File: src/rtl/jtag_tap_sync_if.sv
`default_nettype none
// =============================================================================
// Module   : jtag_tap_sync_if
// Purpose  : User DR port between the TAP and a downstream debug-module stage.
// Revision : 1.0
// =============================================================================
interface jtag_tap_sync_if;
    logic user_capture;
    logic user_shift;
    logic user_update;
    logic user_tdi;
    logic user_tdo;

    modport master (
        output user_capture,
        output user_shift,
        output user_update,
        output user_tdi,
        input  user_tdo
    );

    modport slave (
        input  user_capture,
        input  user_shift,
        input  user_update,
        input  user_tdi,
        output user_tdo
    );
endinterface
`default_nettype wire

File: src/rtl/jtag_tap_sync.sv
`default_nettype none
// =============================================================================
// Module   : jtag_tap_sync
// Purpose  : clk-domain IEEE 1149.1 TAP (IDCODE, BYPASS, one user DR) driven
//            by oversampled JTAG pins.
// Revision : 1.0
// =============================================================================
module jtag_tap_sync #(
    parameter int                  IR_WIDTH     = 5,
    parameter logic [31:0]         IDCODE_VALUE = 32'hDEB1_1001,
    parameter logic [IR_WIDTH-1:0] IR_IDCODE    = IR_WIDTH'(5'h01),
    parameter logic [IR_WIDTH-1:0] IR_USER      = IR_WIDTH'(5'h11),
    parameter int                  SYNC_STAGES  = 2
) (
    input  wire logic                clk,
    input  wire logic                rst,
    input  wire logic                tck,
    input  wire logic                tms,
    input  wire logic                tdi,
    input  wire logic                trst_n,
    output logic                     tdo,
    output logic                     tdo_en,
    output logic [3:0]               tap_state,
    output logic [IR_WIDTH-1:0]      ir_out,
    jtag_tap_sync_if.master          user
);

    typedef enum logic [3:0] {
        TLR    = 4'hF,
        RTI    = 4'hC,
        SEL_DR = 4'h7,
        CAP_DR = 4'h6,
        SH_DR  = 4'h2,
        EX1_DR = 4'h1,
        PAU_DR = 4'h3,
        EX2_DR = 4'h0,
        UPD_DR = 4'h5,
        SEL_IR = 4'h4,
        CAP_IR = 4'hE,
        SH_IR  = 4'hA,
        EX1_IR = 4'h9,
        PAU_IR = 4'hB,
        EX2_IR = 4'h8,
        UPD_IR = 4'hD
    } state_t;

    // ------------------------------------------------------------------
    // Pin synchronizers and TCK edge detection
    // ------------------------------------------------------------------
    logic [SYNC_STAGES-1:0] r_tck_sync;
    logic [SYNC_STAGES-1:0] r_tms_sync;
    logic [SYNC_STAGES-1:0] r_tdi_sync;
    logic [SYNC_STAGES-1:0] r_trst_sync;
    logic                   r_tck_d;

    logic w_tck_s;
    logic w_tms_s;
    logic w_tdi_s;
    logic w_trst_n_s;
    logic w_tck_rise;
    logic w_tck_fall;
    logic w_rise_ok;

    // tms starts high and trst_n low so the FSM sits in TLR until the pins settle
    always_ff @(posedge clk or posedge rst) begin
        if (rst) begin
            r_tck_sync  <= '0;
            r_tms_sync  <= '1;
            r_tdi_sync  <= '0;
            r_trst_sync <= '0;
            r_tck_d     <= 1'b0;
        end else begin
            r_tck_sync  <= {r_tck_sync[SYNC_STAGES-2:0], tck};
            r_tms_sync  <= {r_tms_sync[SYNC_STAGES-2:0], tms};
            r_tdi_sync  <= {r_tdi_sync[SYNC_STAGES-2:0], tdi};
            r_trst_sync <= {r_trst_sync[SYNC_STAGES-2:0], trst_n};
            r_tck_d     <= w_tck_s;
        end
    end

    assign w_tck_s    = r_tck_sync[SYNC_STAGES-1];
    assign w_tms_s    = r_tms_sync[SYNC_STAGES-1];
    assign w_tdi_s    = r_tdi_sync[SYNC_STAGES-1];
    assign w_trst_n_s = r_trst_sync[SYNC_STAGES-1];
    assign w_tck_rise = w_tck_s & ~r_tck_d;
    assign w_tck_fall = ~w_tck_s & r_tck_d;
    assign w_rise_ok  = w_tck_rise & w_trst_n_s;

    // ------------------------------------------------------------------
    // TAP state machine
    // ------------------------------------------------------------------
    state_t r_state;
    state_t w_state_nxt;

    always_ff @(posedge clk or posedge rst) begin
        if (rst) begin
            r_state <= TLR;
        end else begin
            r_state <= w_state_nxt;
        end
    end

    always_comb begin
        w_state_nxt = r_state;
        if (!w_trst_n_s) begin
            w_state_nxt = TLR;
        end else if (w_tck_rise) begin
            case (r_state)
                TLR:     w_state_nxt = w_tms_s ? TLR    : RTI;
                RTI:     w_state_nxt = w_tms_s ? SEL_DR : RTI;
                SEL_DR:  w_state_nxt = w_tms_s ? SEL_IR : CAP_DR;
                CAP_DR:  w_state_nxt = w_tms_s ? EX1_DR : SH_DR;
                SH_DR:   w_state_nxt = w_tms_s ? EX1_DR : SH_DR;
                EX1_DR:  w_state_nxt = w_tms_s ? UPD_DR : PAU_DR;
                PAU_DR:  w_state_nxt = w_tms_s ? EX2_DR : PAU_DR;
                EX2_DR:  w_state_nxt = w_tms_s ? UPD_DR : SH_DR;
                UPD_DR:  w_state_nxt = w_tms_s ? SEL_DR : RTI;
                SEL_IR:  w_state_nxt = w_tms_s ? TLR    : CAP_IR;
                CAP_IR:  w_state_nxt = w_tms_s ? EX1_IR : SH_IR;
                SH_IR:   w_state_nxt = w_tms_s ? EX1_IR : SH_IR;
                EX1_IR:  w_state_nxt = w_tms_s ? UPD_IR : PAU_IR;
                PAU_IR:  w_state_nxt = w_tms_s ? EX2_IR : PAU_IR;
                EX2_IR:  w_state_nxt = w_tms_s ? UPD_IR : SH_IR;
                UPD_IR:  w_state_nxt = w_tms_s ? SEL_DR : RTI;
                default: w_state_nxt = TLR;
            endcase
        end
    end

    assign tap_state = r_state;

    // ------------------------------------------------------------------
    // Instruction register
    // ------------------------------------------------------------------
    logic [IR_WIDTH-1:0] r_ir_sr;
    logic [IR_WIDTH-1:0] r_ir_out;

    always_ff @(posedge clk or posedge rst) begin
        if (rst) begin
            r_ir_sr <= '0;
        end else if (w_rise_ok) begin
            if (r_state == CAP_IR) begin
                r_ir_sr <= {{(IR_WIDTH-2){1'b0}}, 2'b01};
            end else if (r_state == SH_IR) begin
                r_ir_sr <= {w_tdi_s, r_ir_sr[IR_WIDTH-1:1]};
            end
        end
    end

    always_ff @(posedge clk or posedge rst) begin
        if (rst) begin
            r_ir_out <= IR_IDCODE;
        end else if (r_state == TLR) begin
            r_ir_out <= IR_IDCODE;
        end else if (w_tck_fall && (r_state == UPD_IR)) begin
            r_ir_out <= r_ir_sr;
        end
    end

    assign ir_out = r_ir_out;

    // ------------------------------------------------------------------
    // Data registers: IDCODE and BYPASS live here, the user DR lives outside
    // ------------------------------------------------------------------
    logic        w_sel_id;
    logic        w_sel_user;
    logic [31:0] r_id_sr;
    logic        r_bypass;
    logic        w_dr_lsb;

    assign w_sel_id   = (r_ir_out == IR_IDCODE);
    assign w_sel_user = (r_ir_out == IR_USER);

    always_ff @(posedge clk or posedge rst) begin
        if (rst) begin
            r_id_sr  <= '0;
            r_bypass <= 1'b0;
        end else if (w_rise_ok) begin
            if (r_state == CAP_DR) begin
                if (w_sel_id) begin
                    r_id_sr <= IDCODE_VALUE;
                end else if (!w_sel_user) begin
                    r_bypass <= 1'b0;
                end
            end else if (r_state == SH_DR) begin
                if (w_sel_id) begin
                    r_id_sr <= {w_tdi_s, r_id_sr[31:1]};
                end else if (!w_sel_user) begin
                    r_bypass <= w_tdi_s;
                end
            end
        end
    end

    assign w_dr_lsb = w_sel_id   ? r_id_sr[0]    :
                      w_sel_user ? user.user_tdo :
                                   r_bypass;

    // ------------------------------------------------------------------
    // TDO launch on the falling TCK edge
    // ------------------------------------------------------------------
    logic r_tdo;
    logic r_tdo_en;

    always_ff @(posedge clk or posedge rst) begin
        if (rst) begin
            r_tdo    <= 1'b0;
            r_tdo_en <= 1'b0;
        end else if (w_tck_fall) begin
            case (r_state)
                SH_IR: begin
                    r_tdo_en <= 1'b1;
                    r_tdo    <= r_ir_sr[0];
                end
                SH_DR: begin
                    r_tdo_en <= 1'b1;
                    r_tdo    <= w_dr_lsb;
                end
                default: begin
                    r_tdo_en <= 1'b0;
                    r_tdo    <= 1'b0;
                end
            endcase
        end
    end

    assign tdo    = r_tdo;
    assign tdo_en = r_tdo_en;

    // ------------------------------------------------------------------
    // User DR strobes
    // ------------------------------------------------------------------
    logic r_user_capture;
    logic r_user_shift;
    logic r_user_update;
    logic r_user_tdi;

    always_ff @(posedge clk or posedge rst) begin
        if (rst) begin
            r_user_capture <= 1'b0;
            r_user_shift   <= 1'b0;
            r_user_update  <= 1'b0;
            r_user_tdi     <= 1'b0;
        end else begin
            r_user_capture <= w_rise_ok && w_sel_user && (r_state == CAP_DR);
            r_user_shift   <= w_rise_ok && w_sel_user && (r_state == SH_DR);
            r_user_update  <= w_tck_fall && w_trst_n_s && w_sel_user && (r_state == UPD_DR);
            if (w_rise_ok && w_sel_user && (r_state == SH_DR)) begin
                r_user_tdi <= w_tdi_s;
            end
        end
    end

    assign user.user_capture = r_user_capture;
    assign user.user_shift   = r_user_shift;
    assign user.user_update  = r_user_update;
    assign user.user_tdi     = r_user_tdi;

endmodule
`default_nettype wire

File: src/flat_wrapper.sv
// flat-port wrapper written by rule: the top's interface ports become plain ports
module jtag_tap_sync_flat 
#(
    parameter int                  IR_WIDTH     = 5,
    parameter logic [31:0]         IDCODE_VALUE = 32'hDEB1_1001,
    parameter logic [IR_WIDTH-1:0] IR_IDCODE    = IR_WIDTH'(5'h01),
    parameter logic [IR_WIDTH-1:0] IR_USER      = IR_WIDTH'(5'h11),
    parameter int                  SYNC_STAGES  = 2
)
  (clk, rst, tck, tms, tdi, trst_n, tdo, tdo_en, tap_state, ir_out, user_user_capture, user_user_shift, user_user_update, user_user_tdi, user_user_tdo);
  jtag_tap_sync_if user_i ();
  input  wire logic clk;
  input  wire logic rst;
  input  wire logic tck;
  input  wire logic tms;
  input  wire logic tdi;
  input  wire logic trst_n;
  output logic tdo;
  output logic tdo_en;
  output logic [3:0] tap_state;
  output logic [IR_WIDTH-1:0] ir_out;
  output wire logic [$bits(user_i.user_capture)-1:0] user_user_capture;
  output wire logic [$bits(user_i.user_shift)-1:0] user_user_shift;
  output wire logic [$bits(user_i.user_update)-1:0] user_user_update;
  output wire logic [$bits(user_i.user_tdi)-1:0] user_user_tdi;
  input wire logic [$bits(user_i.user_tdo)-1:0] user_user_tdo;
  assign user_user_capture = user_i.user_capture;
  assign user_user_shift = user_i.user_shift;
  assign user_user_update = user_i.user_update;
  assign user_user_tdi = user_i.user_tdi;
  assign user_i.user_tdo = user_user_tdo;
  jtag_tap_sync #(.IR_WIDTH(IR_WIDTH), .IDCODE_VALUE(IDCODE_VALUE), .IR_IDCODE(IR_IDCODE), .IR_USER(IR_USER), .SYNC_STAGES(SYNC_STAGES)) u_core (.clk(clk), .rst(rst), .tck(tck), .tms(tms), .tdi(tdi), .trst_n(trst_n), .tdo(tdo), .tdo_en(tdo_en), .tap_state(tap_state), .ir_out(ir_out), .user(user_i));
endmodule
File: config.mk
export PLATFORM = sky130hd
export DESIGN_NAME = jtag_tap_sync_flat
export DESIGN_NICKNAME = d
export VERILOG_FILES = /design/src/rtl/jtag_tap_sync_if.sv /design/src/rtl/jtag_tap_sync.sv /design/src/flat_wrapper.sv
export SDC_FILE = /design/constraint.sdc
export NUM_CORES = 1
export LEC_CHECK = 0
export ABC_AREA = 1
export BUFFER_PORTS_ARGS = -buffer_cell sky130_fd_sc_hd__buf_2
export CAP_MARGIN = 20
export CORE_ASPECT_RATIO = 0.5
export CORE_MARGIN = 8
export CORE_UTILIZATION = 55
export DETAILED_ROUTE_END_ITERATION = 10
export MAX_ROUTING_LAYER = met4
export PLACE_DENSITY = 0.74
export RECOVER_POWER = 50
export SLEW_MARGIN = 15
export SYNTH_ARGS = -nofsm -noshare
export SYNTH_HDL_FRONTEND = slang
export SYNTH_SLANG_ARGS = --single-unit
File: constraint.sdc
create_clock -name clk -period 1.9 [get_ports clk]
set_clock_uncertainty 0.1 [all_clocks]
set_input_delay 0.095 -clock clk [delete_from_list [all_inputs] [get_ports clk]]
set_output_delay 0.095 -clock clk [all_outputs]
set_load 0.005 [all_outputs]
==> run_results.csv <==
group,metric,value,unit
cts,insertion_delay,340,ps
global_route,grt_first_pass_wirelength,8960,um
cts,clk_pin_slew,70,ps
layout,layout-drive-gt1-share,18.3,%
detailed_routing,via_per_inst,4.89,
cts,clkSinkCount,62,
layout,area_delta_synth_final,17.2,%
global_route,antenna_found_initial,0,
setup_path,worstPathArrival,1850,ps
outcome,outcome,"finished clean",
die,pin_count,22,
cts,cts_tree,"built",
layout,diodes,0,
placed_design,portBuffers,21,
power_and_ir_drop,p_per_area,931,mW/mm^2
setup_path,required,2030,ps
die,coreArea,0.00482,mm^2
cts,post_cts.repair.setup_buffers,0,
placed_design,hpwl,3480,um
detailed_routing,first_pass_iters,4,
cts,cts_max_level,3,
detailed_routing,drc,0,
placed_design,place.gp.congestion,0.879,
global_route,grt_usage,15.7,%
sta,fmax,582,MHz
logic_synthesis,synthCells,312,
layout,final_cell_mix,"nand2_1 (87), dfrtp_1 (55), inv_1 (48)",
detailed_routing,routed_wl,5100,um
sta,worst_slack,182,ps
logic_synthesis,syn_area,0.00269,mm^2
setup_path,worstPathMaxFanout,64,
die,core.rowCount,18,
layout,final_nets,351,
detailed_routing,post_drt_wl_per_cell,12.2,um
layout,ff_latch_area,0.00156,mm^2
global_route,grt_overflow,0,
sta,finalWorstPathRequiredPeriod,1720,ps
setup_path,worstSetupStartpointType,"flip-flop",
detailed_routing,via_count,2048,
cts,cts.root.buffer_cell,"clkbuf_8",
logic_synthesis,synth_fp_nets,319,
die,dieArea,0.00752,mm^2
sta,tightest_slew,719,ps
sta,relSlewSlack,52.0,%
layout,multi_input_area,875,um^2
sta,final.setup.tns,0,ps
layout,fill_cells,406,
placed_design,post-place-ws,159,ps
sta,rsz0062_at_grt,"no",
logic_synthesis,syn_avg_cell_area,8.63,um^2
layout,final_core_util,65.4,%
job,maxCapViolCount,0,
global_route,grt_max_degree,65,
logic_synthesis,ys_seq_area_share,58.0,%
detailed_routing,initialDrtViolationCount,177,
die,initial_core_util,55.8,%
detailed_routing,ant_nets,0,
global_route,first_global_vias,1921,
sta,finalHoldViolCount,0,
setup_path,cp_top_family,"flip-flops",
sta,setup_viol,0,
setup_path,worstSetupPathType,"reg2reg",
logic_synthesis,ys_ff_latch,62,
power_and_ir_drop,leakage,1.68,nW
setup_path,cp_cell_sequence,"inv_1 -> nor2_2 -> nand2_2 -> nor2_2 -> nand2_4 -> buf_12 -> o21ai_1 -> inv_1",
cts,clockBufferDepth,2,
cts,numCtsBuffers,9,
setup_path,endpoint_kind,"flip-flop",
setup_path,critPathSlowestCell,"dfstp_2",
sta,slew_violations,0,
power_and_ir_drop,vdd.ir_drop.worst,585,uV
worst_hold_path,hold_path.class,"in2reg",
logic_synthesis,yosysUniqueCellTypes,24,
layout,final_common_cell,"nand2_1",
setup_path,cp_num_buf_inv,3,
sta,period_share,90.4,%
die,die_y,65.5,um
die,die_width,115,um
setup_path,critPathMaxStageDelay,540,ps
logic_synthesis,ys.warnings.count,0,
[layer usage]
layer  routed length [um]  GRT usage, %  up-vias
met5                    0             -        -
met4                   25          4.38        0
met3                  291          6.40        4
met2                 2430          23.9       36
met1                 2350          19.0      969
li1                     -             -     1039
[path summary, 6_finish.rpt]
kind	cells after the start	endpoint	start	slack [ps]
max in group asynchronous	4	u_core.tap_state[0]	rst	620
min	5	u_core.tdo	user_user_tdo	100
max	8	u_core.r_id_sr[21]	u_core.ir_out[0]	180
min reg2reg	0	u_core.r_trst_sync[1]	u_core.r_trst_sync[0]	250
max reg2reg	8	u_core.r_id_sr[21]	u_core.ir_out[0]	180
min in group asynchronous	3	u_core.r_id_sr[27]	rst	330
[report_power, final]
group          switching (mW)  total [mW]  internal, mW
Combinational           0.149       0.225        0.0759
Clock                   0.494        1.30         0.809
Sequential             0.0341        1.41          1.37
[registers in the layout, summed over array words and instances, names as in the netlist, 2 cells and up]
name	cells
u_core.r_id_sr	32
u_core.ir_out	5
u_core.r_ir_sr	5
u_core.tap_state	4
u_core.r_tck_sync	2
u_core.r_tdi_sync	2
u_core.r_tms_sync	2
u_core.r_trst_sync	2
[cells in the mapped netlist]
library cell | instances | area share (%)
nand4_1 | 2 | 0.46
inv_2 | 3 | 0.42
dfstp_2 | 7 | 6.8
nand2_2 | 5 | 1.2
nor3_1 | 3 | 0.56
o22ai_1 | 1 | 0.23
buf_2 | 5 | 0.93
nand2_4 | 1 | 0.42
o211ai_1 | 1 | 0.28
dfrtp_1 | 55 | 51
a31oi_1 | 2 | 0.46
nor4_1 | 1 | 0.23
inv_1 | 48 | 6.7
nand3_1 | 14 | 2.6
nor2_1 | 15 | 2.1
o31ai_1 | 1 | 0.28
a21oi_1 | 5 | 0.93
o21ai_1 | 33 | 6.1
nor2_2 | 5 | 1.2
buf_6 | 4 | 1.7
nor2_4 | 2 | 0.84
nand2_1 | 88 | 12
o21ai_0 | 10 | 1.9
o311ai_0 | 1 | 0.33
[logic make-up after synthesis]
group,Yosys count,synth area share (%)
AND/OR/NAND/NOR,136,21.8
flip-flops,62,58.0
AO/OA/AOI/OAI,54,10.5
buffers and inverters,60,9.72
[repair_timing]
| item | CTS | global route |
|---|---|---|
| setup endpoints to repair | 0 | 8 |
| hold endpoints to repair | 21 | 0 |
| hold buffers | 5 | 0 |
| gates resized for setup | 0 | 2 |
[final cells by class]
type	count	share of cell area (%)
sequential	62	49.5
timing repair buffer	30	6.58
tap	70	2.78
inverter	51	6.07
clock buffer	11	4.80
clock inverter	5	2.58
multi-input combinational	190	27.7
[tightest hold or removal path, cell delays in order]
cell     delay, ps
buf_2          110
nand4_1         80
nand3_1         80
nand2_1         70
a21oi_1         50
[stage by stage]
stage / total power, mW / area, um^2 / std cells / hold WS [ps]
after floorplan: 1.57 / 2690 / 312 / -0.522
after global placement: 1.64 / 2870 / 398 / -3.43
after detailed placement: 1.65 / 2870 / 398 / 6.29
after CTS: 2.97 / 3150 / 419 / 81.8
after global routing: 3.06 / 3150 / 419 / 123
final: 2.94 / 3150 / 419 / 99.2
(Power assumes the default switching activity.)
